`src/rtl/user_keys_debounce.sv`:
```
// Debounced user-key driver for the IO bridge: per-key synchroniser and debounce counter,
// LEVEL / sticky PRESS / CTRL registers and a registered level interrupt.
module user_keys_debounce #(
    parameter int N_KEYS     = 8,
    parameter int DB_CYCLES  = 1000000,
    parameter int DB_W       = 20,
    parameter int ACTIVE_LOW = 1
) (
    input  logic              clk,
    input  logic              reset,
    input  logic [7:0]        Addr,
    input  logic              WE,
    input  logic [31:0]       Din,
    output logic [31:0]       Dout,
    input  logic [N_KEYS-1:0] user_key,
    output logic              irq
);

    localparam logic [N_KEYS-1:0] IDLE_LVL = {N_KEYS{ACTIVE_LOW != 0}};
    localparam logic [DB_W-1:0]   CNT_MAX  = DB_W'(DB_CYCLES - 1);

    logic [N_KEYS-1:0] sync_p0, sync_p1;
    logic [N_KEYS-1:0] key_s;
    logic [N_KEYS-1:0] level, level_nxt;
    logic [N_KEYS-1:0] press, press_nxt, press_clr, rise;
    logic [N_KEYS-1:0] ctrl_mask;
    logic              ctrl_en;
    logic [DB_W-1:0]   cnt     [N_KEYS];
    logic [DB_W-1:0]   cnt_nxt [N_KEYS];
    logic              wr_press, wr_ctrl;
    logic [31:0]       rd_data;
    logic              unused_bus;

    assign unused_bus = ^{Addr, Din};

    assign wr_press  = WE && (Addr[3:2] == 2'd1);
    assign wr_ctrl   = WE && (Addr[3:2] == 2'd2);
    assign press_clr = wr_press ? Din[N_KEYS-1:0] : '0;

    // stage p1 -> debounce: normalise polarity so 1 always means pressed
    assign key_s = (ACTIVE_LOW != 0) ? ~sync_p1 : sync_p1;

    always_comb begin
        level_nxt = level;
        rise      = '0;
        for (int i = 0; i < N_KEYS; i++) begin
            cnt_nxt[i] = '0;
            if (key_s[i] != level[i]) begin
                if (cnt[i] == CNT_MAX) begin
                    level_nxt[i] = key_s[i];
                    rise[i]      = key_s[i];
                end else begin
                    cnt_nxt[i] = cnt[i] + DB_W'(1);
                end
            end
        end
    end

    // A press landing on the same edge as a W1C clear must survive
    assign press_nxt = (press & ~press_clr) | rise;

    always_ff @(posedge clk or posedge reset) begin
        if (reset) begin
            sync_p0   <= IDLE_LVL;
            sync_p1   <= IDLE_LVL;
            level     <= '0;
            press     <= '0;
            ctrl_mask <= '0;
            ctrl_en   <= 1'b0;
            irq       <= 1'b0;
            for (int i = 0; i < N_KEYS; i++) begin
                cnt[i] <= '0;
            end
        end else begin
            sync_p0 <= user_key;
            sync_p1 <= sync_p0;
            level   <= level_nxt;
            press   <= press_nxt;
            for (int i = 0; i < N_KEYS; i++) begin
                cnt[i] <= cnt_nxt[i];
            end
            if (wr_ctrl) begin
                ctrl_mask <= Din[N_KEYS-1:0];
                ctrl_en   <= Din[31];
            end
            irq <= ctrl_en & |(press & ctrl_mask);
        end
    end

    always_comb begin
        rd_data = '0;
        case (Addr[3:2])
            2'd0: rd_data[N_KEYS-1:0] = level;
            2'd1: rd_data[N_KEYS-1:0] = press;
            2'd2: begin
                rd_data[N_KEYS-1:0] = ctrl_mask;
                rd_data[31]         = ctrl_en;
            end
            default: rd_data = '0;
        endcase
    end

    assign Dout = rd_data;

endmodule
```
`config.mk`:
```
export PLATFORM = sky130hd
export DESIGN_NAME = user_keys_debounce
export DESIGN_NICKNAME = d
export VERILOG_FILES = /design/src/rtl/user_keys_debounce.sv
export SDC_FILE = /design/constraint.sdc
export NUM_CORES = 1
export LEC_CHECK = 0
export ABC_AREA = 1
export BUFFER_PORTS_ARGS = -buffer_cell sky130_fd_sc_hd__buf_2
export CORE_ASPECT_RATIO = 0.75
export CORE_UTILIZATION = 35
export CTS_CLUSTER_SIZE = 20
export DETAILED_ROUTE_END_ITERATION = 8
export GPL_TIMING_DRIVEN = 1
export SLEW_MARGIN = 20
export SYNTH_ARGS = -nofsm -noshare
export SYNTH_HDL_FRONTEND = slang
export SYNTH_SLANG_ARGS = --single-unit
```
`constraint.sdc`:
```
create_clock -name clk -period 7.7 [get_ports clk]
set_input_delay 0 -clock clk [delete_from_list [all_inputs] [get_ports clk]]
set_output_delay 0 -clock clk [all_outputs]
set_load 0.01 [all_outputs]
```
== Word level (Yosys, flattened, before mapping) ==
Cells that the tools add are included.
Widths: inputs -> output; s select.
Operators by class
  multiplexer cells: 35
  add/subtract/negate cells: 8
  bitwise logic cells: 6
  reductions and logical operators: 12
  eq/ne operators: 18
Operator list (number)
  $mux 20: 16
  $add 20x1->20 const B: 8
  $eq 20x20->1 const B: 8
  $pmux 8 s3: 1
  $mux 1: 17
  $and 8x8->8: 2
  $not 8->8: 2
  $reduce_and 2->1: 8
  $mux 8: 1
  $ne 1x1->1: 8
  $or 8x8->8: 1
  $reduce_or 8->1: 1
  $eq 2x1->1 const B: 1
  $eq 2x2->1 const B: 1
  $logic_and 1x1->1: 2
  $logic_not 2->1: 1
  $and 1x1->1: 1
Storage, ports and cells
  flip-flop bits (word level): 202
  input bits: 51
  output and inout bits: 33

== Depth between registers and ports, before layout ==
  word-level depth: 6
  depth in mapped cells: 9

== Worst setup path before layout ==
OpenSTA, ideal clock, no wires.
  path kind: register to register
  start point: reg cnt[140] (netlist bit)
  end point: reg cnt[158] (netlist bit)
  cell stages (with the launch flop): 7
  library setup time: 124 ps
  data required time: 7576 ps
  path buffers: 0
  slack: 6395 ps
  data arrival time: 1181 ps
  cells stage by stage: dfrtp_1 > ha_1 > nand3_4 > nor2_4 > nand3_4 > nand2_1 > nor2_1
RTL lines
  start: declaration: RTL line 28  | logic [DB_W-1:0] cnt [N_KEYS];
  start signal: indexed assignment: RTL line 80  | cnt[i] <= cnt_nxt[i];

==> run metrics <==
post-route cell area 12700 um^2; Fmax approximately 0.58 GHz; Core Util, Final 0.406; I/O pin cnt 84; Setup-failing EPs final 0; worst skew pair latency roughly 0.53 ns; Hold Vio Cnt, Final 0; routed wl met2 10100 um; hold_sp WE; average size of a mapped cell around 7.9 um^2; nets between 1500 and 2000; crit-path cells dlygate4sd3_1, buf_2, inv_8, buf_4; placed instance area 11600 um^2; final WL roughly 24000 um; met3 wire length around 1300 um; Lkg Pwr ~5.3 nW; largest stage delay on the critical path 0.86 ns; # port buffers 31; first-pass GRT wire length approximately 42000 um; crit path launch reset; number of max-cap violations 0; CTS Buffer Depth 3; number of H-tree levels 1; Final min period approximately 1.7 ns; initial antenna violation count 1; Area Growth Syn to Fin 14.4%; HP Class in -> reg; flops & latches, synth about 200; XOR/XNOR share of the synthesized area 0.0655; drt via density ~4.7; max layer used met4; post-route ant nets 0; Synth cell types 36; RSZ-0062 raised after global routing no; Slew HR 0.372; DIE HEIGHT between 150 and 200 um; actual slew at the worst max-slew pin between 0.9 and 1 ns; ANT cells 0; CTS tree done; CTS Sinks 202; Synth Area in Compound Gates 0.0375; Adder-Cell Fraction of Synth Area 0.00902; vias in the first global route about 8400; Slew Limit Fails 0; overall routing resource usage 0.158; critical path launch point type input port; DRT Pass-1 Iters 5; run status finished clean; placer congestion estimate 0.896; Reg clk slew, reported paths 0.06 ns; CORE AREA 31300 um^2; # rows 56; crit-path max FO 129; Metal-1 WL approximately 13000 um; CP arrival ~2.3 ns; worst setup path class in -> async; setup_tns 0 ns; CP bufs+invs 4; FF-to-FF setup slack 5.98 ns; Top delay family on crit path buffers and inverters; post-CTS sizing 0; clock root cell clkbuf_16; Final Skew 0.00708 ns; worst r2r src sync_p1[6]$_DFF_PP1_; post-DR wirelength/cell ~13 um; CP endpoint kind async pin; TritonCTS Buffers 24; largest family of logic cells by synthesized area simple AND/OR/NAND/NOR gates; Worst path slowest cell buf_4; largest net degree at the start of global routing 130; pwr dens between 150 and 200 nW/um^2; hpwl dp 17700 um; # DRC 0; via count ~9000; Synth warnings 0; Die Wd around 210 um; initial core utilization 0.355; Mapped Area between 10000 and 15000 um^2; Final Cycle Share 0.226; simple-gate share of the synthesized area 0.363; total power draw 2.34 mW; synthesized instance count 1413; VDD IR max between 0.0001 and 0.00015 V; sequential-to-total area share from yosys stat 0.457; drt initial violations 600; layout cells sized above 1 0.127; grt total ovfl 0; Req. time, crit path about 8.2 ns; post-synthesis mux area share 0; die area 32400 um^2
## layout by cell type (no fill, tap or decap), types with 25 or more instances in the layout
master	n
buf_2	31
nand2_1	234
nand2_2	34
xnor2_1	29
inv_1	132
o21ai_0	29
dfrtp_1	186
clkbuf_16	25
nor2_1	348
dlygate4sd3_1	28
nand3_1	142
xor2_1	54
## Yosys cell counts, drive strengths merged
cell / number / area share
nor2: 389 / 0.15
nand2: 269 / 0.099
dfrtp: 186 / 0.42
nand3: 160 / 0.082
inv: 140 / 0.047
xor2: 54 / 0.043
o21ai: 41 / 0.018
buf: 32 / 0.020
xnor2: 29 / 0.023
a21oi: 24 / 0.012
nand4: 23 / 0.013
nor3: 17 / 0.010
dfstp: 16 / 0.038
ha: 8 / 0.0090
nor3b: 8 / 0.0054
o221ai: 4 / 0.0032
and2: 3 / 0.0017
a22o: 2 / 0.0016
nand3b: 2 / 0.0014
o21bai: 2 / 0.0014
o22ai: 2 / 0.0011
and3: 1 / 0.00056
conb: 1 / 0.00034
## where the power goes
part / total (mW) / internal (mW) / switching (mW)
clock network: 1.11 / 0.662 / 0.445
logic: 0.125 / 0.0441 / 0.0813
registers: 1.11 / 1.09 / 0.0196
## tightest hold or removal path: stages
cell and delay, ns:
buf_2 0.11, nand2_1 0.24, o21ai_0 0.12, o21ai_1 0.07
## final cells by class
class                   count  area (um^2)
clock buffers              39          748
clock inverters             5         28.8
fillers                  3152        18600
inverters                 140          533
multi-input cells        1061         5360
flip-flops and latches    202         5070
well taps                 406          508
repair buffers             60          443
## stage by stage
stage	setup slack [ns]	hold slack [ns]	instances
2_1_floorplan	2.22	0.00448	1435
3_3_place_gp	5.86	0.105	1841
3_5_place_dp	5.84	0.106	1841
4_1_cts	5.85	0.0455	1913
5_1_grt	5.62	0.0630	1913
6_report	5.96	0.0502	1913
## final timing paths
path                                        endpoint  cells after the start
min in group asynchronous          cnt[12]$_DFF_PP0_                      3
worst max-delay path               cnt[40]$_DFF_PP0_                      4
worst min register to register  sync_p1[2]$_DFF_PP1_                      0
worst max register to register     cnt[26]$_DFF_PP0_                      5
worst min-delay path              press[2]$_DFF_PP0_                      4
max in group clk                   cnt[26]$_DFF_PP0_                      5
## sequential cells by signal, indices dropped and copies added (netlist names)
register and count:
cnt 160, ctrl_en 1, ctrl_mask 8, irq 1, level 8, press 8
sync_p0 8, sync_p1 8
## kinds of logic after synthesis
group,count (synthesis)
buffers and inverters,172
AOI/OAI and AO/OA,75
adders and majority gates,8
and+or+nand+nor,872
DFF,202
other,1
xor gates and xnor gates,83
## timing repair
action / in CTS / in global routing
buffers inserted: 0 / 0
hold buffers: 28 / 0
hold endpoints to repair: 141 / 0
## routing by layer
metal	vias up	track usage
met4	0	0.0349
met1	4197	0.237
met5	-	0
li1	4585	-
met3	38	0.0277
met2	167	0.234
Power figures use the tool's default switching activity.
